--- config.mk ---
export PLATFORM = sky130hd
export DESIGN_NAME = trap_sequencer
export DESIGN_NICKNAME = d
export VERILOG_FILES = /design/src/rtl/trap_pkg.sv /design/src/rtl/trap_prio_enc.sv /design/src/rtl/trap_sequencer.sv
export SDC_FILE = /design/constraint.sdc
export NUM_CORES = 1
export LEC_CHECK = 0
export CAP_MARGIN = 20
export CORE_MARGIN = 5
export CORE_UTILIZATION = 36
export CTS_CLUSTER_DIAMETER = 30
export DETAILED_ROUTE_END_ITERATION = 8
export PLACE_DENSITY = 0.82
export SLEW_MARGIN = 15
export SYNTH_ARGS = -nofsm -noshare
export SYNTH_HDL_FRONTEND = slang
export SYNTH_SLANG_ARGS = --single-unit
--- constraint.sdc ---
create_clock -name clk -period 3.1 [get_ports clk]
set_input_delay 0.62 -clock clk [delete_from_list [all_inputs] [get_ports clk]]
set_output_delay 0.62 -clock clk [all_outputs]
set_load 0.02 [all_outputs]
--- src/rtl/trap_pkg.sv ---
// Shared types and constants for the machine-mode trap sequencer.
package trap_pkg;

  typedef enum logic [1:0] {
    IDLE,
    DRAIN,
    COMMIT,
    REDIRECT
  } state_t;

  typedef enum logic [1:0] {
    TVAL_ZERO,
    TVAL_PC,
    TVAL_ADDR
  } tval_sel_t;

  localparam logic [31:0] CAUSE_EBREAK = 32'd3;
  localparam logic [31:0] CAUSE_ECALL  = 32'd11;
  localparam logic [31:0] CAUSE_IMIS   = 32'd0;
  localparam logic [31:0] CAUSE_LMIS   = 32'd4;
  localparam logic [31:0] CAUSE_SMIS   = 32'd6;
  localparam logic [31:0] CAUSE_MEXT   = 32'h8000000B;

  localparam int unsigned EXC_EBREAK = 0;
  localparam int unsigned EXC_ECALL  = 1;
  localparam int unsigned EXC_IMIS   = 2;
  localparam int unsigned EXC_LMIS   = 3;
  localparam int unsigned EXC_SMIS   = 4;
  localparam int unsigned EXC_W      = 5;

  // Grant vector layout: mret, the five exception bits, then the interrupt.
  localparam int unsigned GNT_W    = 7;
  localparam int unsigned GNT_MRET = 0;
  localparam int unsigned GNT_EXC0 = 1;
  localparam int unsigned GNT_IRQ  = 6;

endpackage

--- src/rtl/trap_prio_enc.sv ---
// Fixed-priority request encoder: mret > ebreak > ecall > imis > lmis > smis > irq.
module trap_prio_enc
  import trap_pkg::*;
(
  input  logic             mret_req,
  input  logic [EXC_W-1:0] exc_valid,
  input  logic             irq_req,
  output logic [GNT_W-1:0] grant,
  output logic [31:0]      cause,
  output tval_sel_t        tval_sel
);

  always_comb begin
    grant    = '0;
    cause    = '0;
    tval_sel = TVAL_ZERO;
    if (mret_req) begin
      grant[GNT_MRET] = 1'b1;
    end else if (exc_valid[EXC_EBREAK]) begin
      grant[GNT_EXC0 + EXC_EBREAK] = 1'b1;
      cause = CAUSE_EBREAK;
    end else if (exc_valid[EXC_ECALL]) begin
      grant[GNT_EXC0 + EXC_ECALL] = 1'b1;
      cause = CAUSE_ECALL;
    end else if (exc_valid[EXC_IMIS]) begin
      grant[GNT_EXC0 + EXC_IMIS] = 1'b1;
      cause    = CAUSE_IMIS;
      tval_sel = TVAL_PC;
    end else if (exc_valid[EXC_LMIS]) begin
      grant[GNT_EXC0 + EXC_LMIS] = 1'b1;
      cause    = CAUSE_LMIS;
      tval_sel = TVAL_ADDR;
    end else if (exc_valid[EXC_SMIS]) begin
      grant[GNT_EXC0 + EXC_SMIS] = 1'b1;
      cause    = CAUSE_SMIS;
      tval_sel = TVAL_ADDR;
    end else if (irq_req) begin
      grant[GNT_IRQ] = 1'b1;
      cause = CAUSE_MEXT;
    end
  end

endmodule

--- src/rtl/trap_sequencer.sv ---
// Machine-mode trap entry/exit sequencer: stall, LSU drain, CSR commit, redirect.
// Optional: TRAP_VECTORED_EN enables vectored interrupt targets when mtvec_in[1:0]==2'b01.
module trap_sequencer
  import trap_pkg::*;
#(
  parameter int unsigned XLEN          = 32,
  parameter int unsigned DRAIN_TIMEOUT = 15,
  parameter int unsigned TMO_W         = 4
) (
  input  logic            clk,
  input  logic            rst,
  input  logic [4:0]      exc_valid,
  input  logic [XLEN-1:0] exc_pc,
  input  logic [XLEN-1:0] exc_tval,
  input  logic            irq_ext,
  input  logic            mie,
  input  logic            mret_req,
  input  logic [XLEN-1:0] pc_ex,
  input  logic [XLEN-1:0] mtvec_in,
  input  logic [XLEN-1:0] mepc_in,
  input  logic            lsu_busy,
  output logic            pipe_stall,
  output logic            pipe_flush,
  output logic            csr_we,
  output logic [XLEN-1:0] csr_mcause,
  output logic [XLEN-1:0] csr_mepc,
  output logic [XLEN-1:0] csr_mtval,
  output logic            mret_done,
  output logic            redirect_valid,
  output logic [XLEN-1:0] redirect_pc,
  output logic            drain_tmo
);

  state_t            state_q, state_d;
  logic [TMO_W-1:0]  cnt_q, cnt_d;
  logic              irq_d_q;
  logic              irq_pend_q, irq_pend_d;
  logic              is_mret_q, is_mret_d;
  logic              tmo_q, tmo_d;
  logic [XLEN-1:0]   mcause_q, mcause_d;
  logic [XLEN-1:0]   mepc_q, mepc_d;
  logic [XLEN-1:0]   mtval_q, mtval_d;

  logic [GNT_W-1:0]  grant;
  logic [31:0]       cause;
  tval_sel_t         tval_sel;
  logic              accept;
  logic [XLEN-1:0]   base;

  trap_prio_enc u_prio (
    .mret_req (mret_req),
    .exc_valid(exc_valid),
    .irq_req  (irq_pend_q & mie),
    .grant    (grant),
    .cause    (cause),
    .tval_sel (tval_sel)
  );

  assign accept = (state_q == IDLE) && !rst && (|grant);
  assign base   = mtvec_in & ~XLEN'(3);

  always_comb begin
    state_d        = state_q;
    cnt_d          = cnt_q;
    is_mret_d      = is_mret_q;
    tmo_d          = tmo_q;
    mcause_d       = mcause_q;
    mepc_d         = mepc_q;
    mtval_d        = mtval_q;
    irq_pend_d     = irq_pend_q | (irq_ext & ~irq_d_q);
    pipe_stall     = 1'b0;
    pipe_flush     = 1'b0;
    csr_we         = 1'b0;
    mret_done      = 1'b0;
    redirect_valid = 1'b0;
    redirect_pc    = '0;
    unique case (state_q)
      IDLE: begin
        if (accept) begin
          pipe_stall = 1'b1;
          pipe_flush = 1'b1;
          state_d    = DRAIN;
          cnt_d      = '0;
          is_mret_d  = grant[GNT_MRET];
          // Acceptance clears the pending flag even if a fresh edge arrives now.
          if (grant[GNT_IRQ]) irq_pend_d = 1'b0;
          if (!grant[GNT_MRET]) begin
            mcause_d = XLEN'(cause);
            mepc_d   = grant[GNT_IRQ] ? pc_ex : exc_pc;
            unique case (tval_sel)
              TVAL_PC:   mtval_d = exc_pc;
              TVAL_ADDR: mtval_d = exc_tval;
              default:   mtval_d = '0;
            endcase
          end
        end
      end
      DRAIN: begin
        pipe_stall = 1'b1;
        if (cnt_q != TMO_W'(DRAIN_TIMEOUT)) cnt_d = cnt_q + TMO_W'(1);
        if (is_mret_q || !lsu_busy) begin
          state_d = COMMIT;
        end else if (cnt_q == TMO_W'(DRAIN_TIMEOUT)) begin
          state_d = COMMIT;
          tmo_d   = 1'b1;
        end
      end
      COMMIT: begin
        pipe_stall = 1'b1;
        csr_we     = !is_mret_q;
        mret_done  = is_mret_q;
        state_d    = REDIRECT;
      end
      REDIRECT: begin
        redirect_valid = 1'b1;
        state_d        = IDLE;
        redirect_pc    = is_mret_q ? mepc_in : base;
`ifdef TRAP_VECTORED_EN
        if (!is_mret_q && mcause_q[XLEN-1] && (mtvec_in[1:0] == 2'b01))
          redirect_pc = base + (mcause_q << 2);
`endif
      end
      default: state_d = IDLE;
    endcase
    // Strobes are suppressed during reset so an aborted sequence never commits.
    if (rst) begin
      pipe_stall     = 1'b0;
      pipe_flush     = 1'b0;
      csr_we         = 1'b0;
      mret_done      = 1'b0;
      redirect_valid = 1'b0;
      redirect_pc    = '0;
    end
  end

  always_ff @(posedge clk) begin
    if (rst) begin
      state_q    <= IDLE;
      cnt_q      <= '0;
      irq_d_q    <= 1'b0;
      irq_pend_q <= 1'b0;
      is_mret_q  <= 1'b0;
      tmo_q      <= 1'b0;
      mcause_q   <= '0;
      mepc_q     <= '0;
      mtval_q    <= '0;
    end else begin
      state_q    <= state_d;
      cnt_q      <= cnt_d;
      irq_d_q    <= irq_ext;
      irq_pend_q <= irq_pend_d;
      is_mret_q  <= is_mret_d;
      tmo_q      <= tmo_d;
      mcause_q   <= mcause_d;
      mepc_q     <= mepc_d;
      mtval_q    <= mtval_d;
    end
  end

  assign csr_mcause = mcause_q;
  assign csr_mepc   = mepc_q;
  assign csr_mtval  = mtval_q;
  assign drain_tmo  = tmo_q;

endmodule

==> out/metrics.cfg <==
[run_status]
outcome = complete, no violations

[route]
drt_iter0_drc = 295
dr_total_vias = 5095
drcViolationCount = 0
wl_per_cell_um = 18.1
firstDrtPassIters = 5
ant_nets = 0
totalWireLength_um = 17900
routed_via_density = 5.16

[cells_and_area]
nNetsFinal = 1015
drive_gt1_frac = 0.0606
final_util = 0.637
final_common_cell = clkdlybuf4s50_1
final_cell_mix = clkdlybuf4s50_1 (272), nand2_1 (104), dfxtp_1 (78), nor2_1 (73), a21oi_1 (46)
syn2layout_area_growth_pct = 72.8
fillers = 1024
design_area_mm2 = 0.00765
instances_no_fill = 988
antenna_cells = 0

[critical_path]
crit_arrival_ps = 2340
critPathLaunchType = primary input
critical_path_class = primary input to output pin
end_kind = output pin
worst_ep_required_time_ps = 2480
path_max_fanout = 3

[placed_design]
dp.cells = 972
portBuffers = 275
place_area_mm2 = 0.00736
gp_congestion = 0.864
pre_cts_slack_ps = -85.3
dpl.hpwl_um = 13400

[timing]
period_needed_ps = 2960
fin_crit_sh = 0.954
holdWs_ps = 452
worst_pin_slew_ps = 720
grt_setup_unrepaired = false
finClkSkew_ps = 5.07
setup_slack_ps = 142
slew_viol_final = 0
setup_viol = 0
fin_setup_tns_ps = 0
maxSlewHeadroom = 0.520
fmax_ghz = 0.338
hold_violations = 0

[yosys]
ys_warn_count = 0
ys.flop_type = dfxtp_1
netlist_area_mm2 = 0.00443
synth_edf_count = 0
synth.distinct_cells = 43
synth-seq-cells = 79
syn_area_per_cell_um2 = 7.76
async_reset_ff_frac = 0
ys_seq_area_frac = 0.357
syn_inst = 570

[clock_tree]
cts_tree = yes
h-tree-depth = 3
cts-root-buf = clkbuf_16
clock_path_buffers = 2
path_clk_slew_ps = 60
cts_made_buffers = 9
clock_latency_ps = 330
clock-sinks = 79

[min_path]
min_path_type = flip-flop to flip-flop

[floorplan]
core-area_mm2 = 0.0120
ioPinCount = 305
die_height_um = 121
start_util = 0.368
num_rows = 40
fp.dieW_um = 121
die_area_mm2 = 0.0146

[global_route]
grt_pass1_wl_um = 26500
grt_max_degree = 69
grtUsageTotal = 0.232
grt_overflow = 0
grt_pass1_vias = 4926
antenna_found_initial = 0

[power]
p_leak_nw = 2.78
p_per_area_mw_per_mm2 = 478
finalPower_mw = 3.65
ir_worst_vdd_mv = 0.290

[job]
max-cap-violations = 0

-- flip-flops by register name (all words and copies together) (netlist names) --
register,count
irq_pend_q,1
cnt_q,4
csr_mcause,5
state_q,2
irq_d_q,1
drain_tmo,1
csr_mtval,32
csr_mepc,32
is_mret_q,1
-- Yosys cell counts, types with 2 or more instances --
cell / number / area, um2
a211oi_1: 2 / 15.0
nand2b_1: 3 / 18.8
clkbuf_1: 36 / 135
mux2i_1: 32 / 320
nand2_1: 104 / 390
buf_4: 27 / 203
or3_1: 33 / 206
buf_2: 7 / 35.0
a311oi_1: 34 / 298
buf_1: 2 / 7.51
nor2b_1: 2 / 12.5
and3_1: 3 / 18.8
o21ai_0: 9 / 45.0
nor3_1: 4 / 20.0
ha_1: 8 / 100
inv_1: 8 / 30.0
nor2_1: 73 / 274
buf_6: 3 / 33.8
a21oi_1: 46 / 230
a22oi_1: 33 / 248
dfxtp_1: 79 / 1580
-- final timing paths --
| path | start | end | slack, ps | depth (start not counted) |
|---|---|---|---|---|
| worst max register to register | state_q[0] | csr_mepc[19] | 1020 | 8 |
| worst min-delay path | csr_mtval[4] | csr_mtval[4] | 450 | 2 |
| worst min register to register | csr_mtval[4] | csr_mtval[4] | 450 | 2 |
| worst max-delay path | mret_req | pipe_flush | 140 | 5 |
-- worst max-delay path: stages --
cell	delay, ps
clkdlybuf4s50_1	460
or4_4	570
o21ai_0	240
nor2_1	100
dlygate4sd2_1	340
-- cells by family after synthesis --
| kind of cell | share of synthesized area |
|---|---|
| simple gates | 0.236 |
| compound gates | 0.210 |
| buf+inv | 0.100 |
| flops | 0.357 |
| mux | 0.0724 |
| fa+ha+maj | 0.0226 |
| other cells | 0.000847 |
-- per-layer routing --
metal / vias to the layer above / track usage / wire [um]
met5: - / 0 / 0
met4: 0 / 0.0864 / 551
met3: 29 / 0.0881 / 1930
met2: 250 / 0.391 / 8580
met1: 2322 / 0.266 / 6820
li1: 2494 / - / -
-- layout make-up --
type	count	area [um2]	share of cell area
Inverter	8	30.0	0.00393
Timing Repair Buffer	304	3040	0.398
Clock buffer	10	229	0.0299
Multi-Input combinational cell	434	2520	0.329
Sequential cell	79	1580	0.207
Tap cell	147	184	0.0241
Clock inverter	6	61.3	0.00802
-- where the power goes --
part	leakage, nW	internal, mW	switching (mW)	total (mW)
clock	0.142	0.621	0.433	1.05
sequential	0.643	1.12	0.0982	1.22
combinational	2.00	0.667	0.712	1.38
total	2.78	2.41	1.24	3.65
-- what timing repair did --
item | in CTS | in global routing
endpoints found under the setup margin | 1 | 1
gates resized for setup | 1 | 1
hold buffers | 0 | 0
gates cloned | 0 | 0
buffers inserted | 0 | 0
pin swaps | 0 | 0
(Power assumes the default switching activity.)
==> patch 1, RTL diff (config.mk and constraints unchanged) <==
Add a define of `TRAP_VECTORED_EN`.
--- a/src/rtl/trap_sequencer.sv
+++ b/src/rtl/trap_sequencer.sv
@@ -1,5 +1,7 @@
 // Machine-mode trap entry/exit sequencer: stall, LSU drain, CSR commit, redirect.
 // Optional: TRAP_VECTORED_EN enables vectored interrupt targets when mtvec_in[1:0]==2'b01.
+`define TRAP_VECTORED_EN
+
 module trap_sequencer
   import trap_pkg::*;
 #(
Function: no difference found for any inputs over 4 cycles, from zero or initial values and one cycle with rst high; that may be too few to reach the edited logic, so the function may still have changed.
==> patch 1 against the original RTL <==
The flow now finishes with violations (negative setup slack). Synthesized area grew 19%. Worst setup slack lost 0.14 ns. Wire length is 29% higher. Register-to-register slack better by 0.02 ns. Critical path type unchanged. Global-route usage is 2.1 points higher. Critical endpoint is now redirect_pc[25]. Total power increased by 21%. Cell area rose by 21%. Sequential cell count did not move.
==> patch 1: results (changes against the original RTL) <==
* DR pass1 iterations at 4 (-1)
* Seq/Total Area, Yosys at 29.97% (-5.8 points)
* Clock transition at the registers of the reported paths at 0.06 ns (about the same)
* Compound-gate portion of the synthesized area at 25.65% (+4.6 points)
* Final nets at 1167 (+15%)
* Number of global-route vias before repair at 6151 (+25%)
* Port Buffers at 277 (+0.73%)
* CP Max Fanout at 6 (+3)
* Hpwl dp at 17510 um (+31%)
* Setup TNS at -0.001498 ns (-0.001498 ns)
* Layout cells sized above 1 at 20.47% (+14 points)
* CP top delay family: compound AO/OA/AOI/OAI gates
* Max Clock Skew at 0.007790 ns (+0.002724 ns)
* Initial antenna violation count at 1 (+1)
* Status: complete, but fails checks
* Crit-path max cell delay at 0.33 ns (-0.24 ns)
* WL per Instance at 19.75 um (+9.1%)
* Buffer depth of the longest clock path at 2 (unchanged)
* Clk Latency, worst-skew pair at 0.34 ns
* Failing checks: negative setup slack
* Post-Synth Adder-Cell Area at 3.461% (+1.2 points)
* Num CTS Buffers at 9 (unchanged)
* Mux cell area share after synthesis at 7.444% (+0.21 points)
* Final worst slack at -0.001498 ns (-0.1431 ns)
* Dominant cells by area after synthesis: dfxtp_1 30%, mux2i_1 7.0%, nor2_1 6.8%, a211oi_1 6.5%, a21oi_1 5.7%
* CP max stage cell: mux2_4
* Routed vias at 6250 (+23%)
* Gpl congestion at 0.9197 (+6.5%)
* Maximum VDD drop at 415.2 uV (+43%)
* Drt drc at 0 (unchanged)
* First-pass GRT wire length at 33350 um (+26%)
* Top_reg_cell synth: dfxtp_1
* Synth cell types at 58 (+35%)
* Setup violations, final at 1 (+1)
* Ys Warns at 0 (unchanged)
* Leakage at 3.582 nW (+29%)
* Slew headroom at 45.04% (-7.0 points)
* Fill count at 1224 (+20%)
* Largest net degree at the start of global routing at 76 (+10%)
* Worst hold path class: reg2reg
* Depth of the CTS H-tree at 3 (unchanged)
* Post-Synth XOR/XNOR Area at 3.817% (+3.8 points)
* Drt initial violations at 355 (+20%)
* Arr. time, crit path at 2.48 ns (+0.14 ns)
* Root Buffer: clkbuf_16
* Post-synth top cells: 95 x nor2_1, 79 x dfxtp_1, 60 x a21oi_1
* Total Routing Usage GR at 25.30% (+2.1 points)
* Post-synth ARST share at 0% (unchanged)
* DP Area at 8638 sq um (+17%)
* Int Power at 0.002735 W (+13%)
patch 1: layer usage:
layer	up-vias	track usage, %	wire (um)
met3	46	7.577	2509
met5	-	0	0
met2	322	46.62	11770
met4	0	8.893	663
met1	2901	27.30	8220
li1	2981	-	-
patch 1: path summary, 6_finish.rpt:
kind               start         endpoint  slack, ns  depth (start not counted)
max reg2reg   state_q[1]     csr_mtval[4]       1.04                          9
max          mtvec_in[5]  redirect_pc[25]     -0.001                          8
min reg2reg    drain_tmo        drain_tmo       0.49                          2
min            drain_tmo        drain_tmo       0.49                          2
patch 1: timing repair:
action,CTS,global route
gates resized for setup,189,27
pin swaps,36,25
gates cloned,0,0
setup buffers,5,6
hold endpoints to repair,0,0
setup endpoints to repair,30,21
patch 1: cells by family (layout without fill, tap and decap cells):
kind of cell    Yosys count  in the layout
mux                      39             39
xor+xnor                 23             23
compound gates          195            195
other cells               1             29
buf+inv                  96            405
fa+ha+maj                14             14
flops                    79             79
simple gates            205            205
patch 1: metrics by stage:
step	hold slack, ns	worst slack [ns]	utilization [%]	total power, W	std cells
2_1_floorplan	0.4879	0.01095	-	0.002345	678
3_3_place_gp	0.4652	-1.092	59.66	0.003277	1144
3_5_place_dp	0.4799	-1.120	59.66	0.003305	1144
4_1_cts	0.4938	-0.06131	63.29	0.004377	1165
5_1_grt	0.5146	-0.08616	64.10	0.004655	1172
6_report	0.4851	-0.001498	64.12	0.004410	1173
patch 1: power groups by stage:
stage / clock network [W] / registers (W) / logic [W]
floorplan: 0 / 0.00143 / 0.000920
global placement: 0 / 0.00127 / 0.00200
detailed placement: 0 / 0.00128 / 0.00202
CTS: 0.00104 / 0.00126 / 0.00207
global route: 0.00110 / 0.00128 / 0.00228
finish: 0.00103 / 0.00126 / 0.00212
patch 1: worst reg2reg max path, cell delays in order, from the launching register on:
cell	delay (ns)
dfxtp_1	0.36
inv_1	0.13
ha_1	0.20
inv_1	0.06
buf_4	0.14
a211o_2	0.42
buf_12	0.22
nor3_1	0.23
a21oi_1	0.09
nor2_1	0.13
patch 1: layout make-up:
| type | count | area share, % |
|---|---|---|
| clock buffer | 14 | 2.951 |
| timing repair buffer | 373 | 38.05 |
| tap | 184 | 2.480 |
| sequential | 79 | 17.08 |
| antenna | 2 | 0.05391 |
| clock inverter | 2 | 0.1482 |
| inverter | 16 | 0.6469 |
| multi-input combinational | 503 | 38.60 |
==> patch 2, RTL diff (same flow settings) <==
Made on the original files. `mtval_q` no longer has a reset.
--- a/src/rtl/trap_sequencer.sv
+++ b/src/rtl/trap_sequencer.sv
@@ -143,7 +143,6 @@
       tmo_q      <= 1'b0;
       mcause_q   <= '0;
       mepc_q     <= '0;
-      mtval_q    <= '0;
     end else begin
       state_q    <= state_d;
       cnt_q      <= cnt_d;
@@ -153,8 +152,11 @@
       tmo_q      <= tmo_d;
       mcause_q   <= mcause_d;
       mepc_q     <= mepc_d;
-      mtval_q    <= mtval_d;
     end
+  end
+
+  always_ff @(posedge clk) begin
+    mtval_q <= mtval_d;
   end
 
   assign csr_mcause = mcause_q;
Check against the original RTL: differs if rst is asserted again (counterexample within 4 cycles, from zero or initial values and one cycle with rst high); with rst held inactive, the same outputs for 4 cycles.
==> patch 2 against the original RTL <==
Non-clock buffer count shrank 11. Maximum frequency shrank 1.2%. Cell area shrank 2.8%. Synthesized area shrank 3.6%. Worst setup slack lost 0.037 ns. Clock power is essentially flat. Total power grew 6.4%. Utilization grew 0.90 points. Sequential cell count is the same. Wire length shrank 9.5%. Largest cell class unchanged. Largest power group unchanged.
==> patch 2: results (changes against the original RTL) <==
* Top_reg_cell synth: dfxtp_1
* Number of global-route vias before repair at 4852 (-1.5%)
* First-pass GRT wire length at 24470 um (-7.8%)
* Final worst slack at 0.1045 ns (-0.03712 ns)
* Compound-gate portion of the synthesized area at 19.71% (-1.3 points)
* EDFF count, synth at 32 (+32)
* Status: finished clean
* Depth of the CTS H-tree at 3 (unchanged)
* Hold Startpoint: drain_tmo
* Post-Synth XOR/XNOR Area at 0% (unchanged)
* Worst r2r dst: csr_mepc[18]
* Seq/Total Area, Yosys at 44.59% (+8.9 points)
* Via/cell ratio at 5.189 (+0.63%)
* DP Area at 7142 sq um (-2.9%)
* DR pass1 iterations at 4 (-1)
* Max Clock Skew at 0.006601 ns (+0.001536 ns)
* Worst R2R Path Depth at 6 (-2)
* Mux cell area share after synthesis at 7.040% (-0.20 points)
* Reg2reg start: irq_pend_q
* Layout cells sized above 1 at 4.868% (-1.2 points)
* Worst Tran Pin Value at 0.9861 ns (+0.2662 ns)
* Antenna cell count at 0 (unchanged)
* FF-to-FF setup slack at 1.21 ns (+0.19 ns)
* Synth cell types at 41 (-4.7%)
* Post-Synth Adder-Cell Area at 2.347% (+0.085 points)
* Clk Latency, worst-skew pair at 0.33 ns (about the same)
* Arr. time, crit path at 2.38 ns (+0.04 ns)
* Port Buffers at 275 (unchanged)
* Fraction of power spent switching nets at 32.36% (-1.7 points)
* Hold endpoint: drain_tmo
* WL per Instance at 17.93 um (-0.94%)
* Drt initial violations at 335 (+14%)
* Dpl ws at 0.06486 ns (+0.1502 ns)
* Largest net degree at the start of global routing at 83 (+20%)
* Maximum VDD drop at 251.0 uV (-13%)
* Dominant cells by area after synthesis: edfxtp_1 23%, dfxtp_1 22%, mux2i_1 7.0%, nand2_1 6.5%, nor2_1 6.2%
* Gpl congestion at 0.8075 (-6.5%)
* Total Routing Usage GR at 21.52% (-1.6 points)
* Final nets at 934 (-8.0%)
* Hpwl dp at 12420 um (-7.1%)
* Leakage at 2.762 nW (-0.83%)
* CP Max Fanout at 4 (+1)
* Post-synth top cells: 74 x nand2_1, 71 x nor2_1, 47 x dfxtp_1
[patch 2: changes by cell type in the layout (fill, tap and decap cells not counted), moves of 11 or more]
cell	unedited run	this run
or3_1	33	2
dfxtp_1	78	46
a31oi_1	1	32
a311oi_1	34	0
nand2_1	104	74
a21oi_1	46	6
o21ai_1	0	33
buf_4	23	12
edfxtp_1	0	32
[patch 2: timing repair]
item / in CTS / in global routing
endpoints found under the setup margin: 0 / 1
gates resized for setup: 0 / 1
buffers inserted: 0 / 0
[patch 2: layout make-up]
| class | instances | area [sq um] |
|---|---|---|
| fill | 925 | 4080 |
| timing repair buffer | 293 | 2963 |
| multi-input combinational | 364 | 2067 |
| sequential | 79 | 1903 |
| clock buffer | 13 | 250.2 |
| tap | 143 | 178.9 |
| clock inverter | 3 | 43.79 |
| inverter | 8 | 30.03 |
[patch 2: layer usage]
| layer | up-vias | wire length (um) | track usage [%] |
|---|---|---|---|
| met2 | 260 | 8371 | 39.68 |
| met4 | 0 | 448 | 9.486 |
| li1 | 2225 | - | - |
| met5 | - | 0 | 0 |
| met3 | 32 | 1379 | 6.209 |
| met1 | 2169 | 5994 | 22.72 |
[patch 2: cells by family after synthesis]
logic type | count (synthesis)
buffers and inverters | 73
muxes | 30
adders and majority gates | 8
other | 1
and+or+nand+nor | 171
AOI/OAI and AO/OA | 128
DFF | 79
[patch 2: worst max-delay path by stage]
stage,depth (start not counted),to
2_1_floorplan,6,csr_mtval[0]
3_3_place_gp,5,pipe_flush
3_5_place_dp,5,pipe_flush
4_1_cts,5,pipe_flush
5_1_grt,7,pipe_stall
6_report,7,pipe_stall
[patch 2: per-stage QoR]
stage	std cells	utilization, %	hold WS, ns
global placement	887	62.02	0.4573
floorplan	516	-	0.4862
finish	903	64.57	0.4800
CTS	903	64.57	0.4833
detailed placement	887	62.02	0.4670
global route	903	64.57	0.5011
[patch 2: critical path: stages]
cell             delay [ns]
clkdlybuf4s50_1        0.41
buf_4                  0.17
nor4_4                 0.32
a21oi_1                0.14
nor2_1                 0.11
nor3_1                 0.05
clkdlybuf4s50_1        0.56
[patch 2: power groups by stage]
stage / registers, W / logic [W] / clock network (W)
finish: 0.00140 / 0.00144 / 0.00105
global route: 0.00142 / 0.00154 / 0.00111
CTS: 0.00140 / 0.00144 / 0.00107
detailed placement: 0.00142 / 0.00144 / 0
global placement: 0.00141 / 0.00141 / 0
floorplan: 0.00150 / 0.000645 / 0
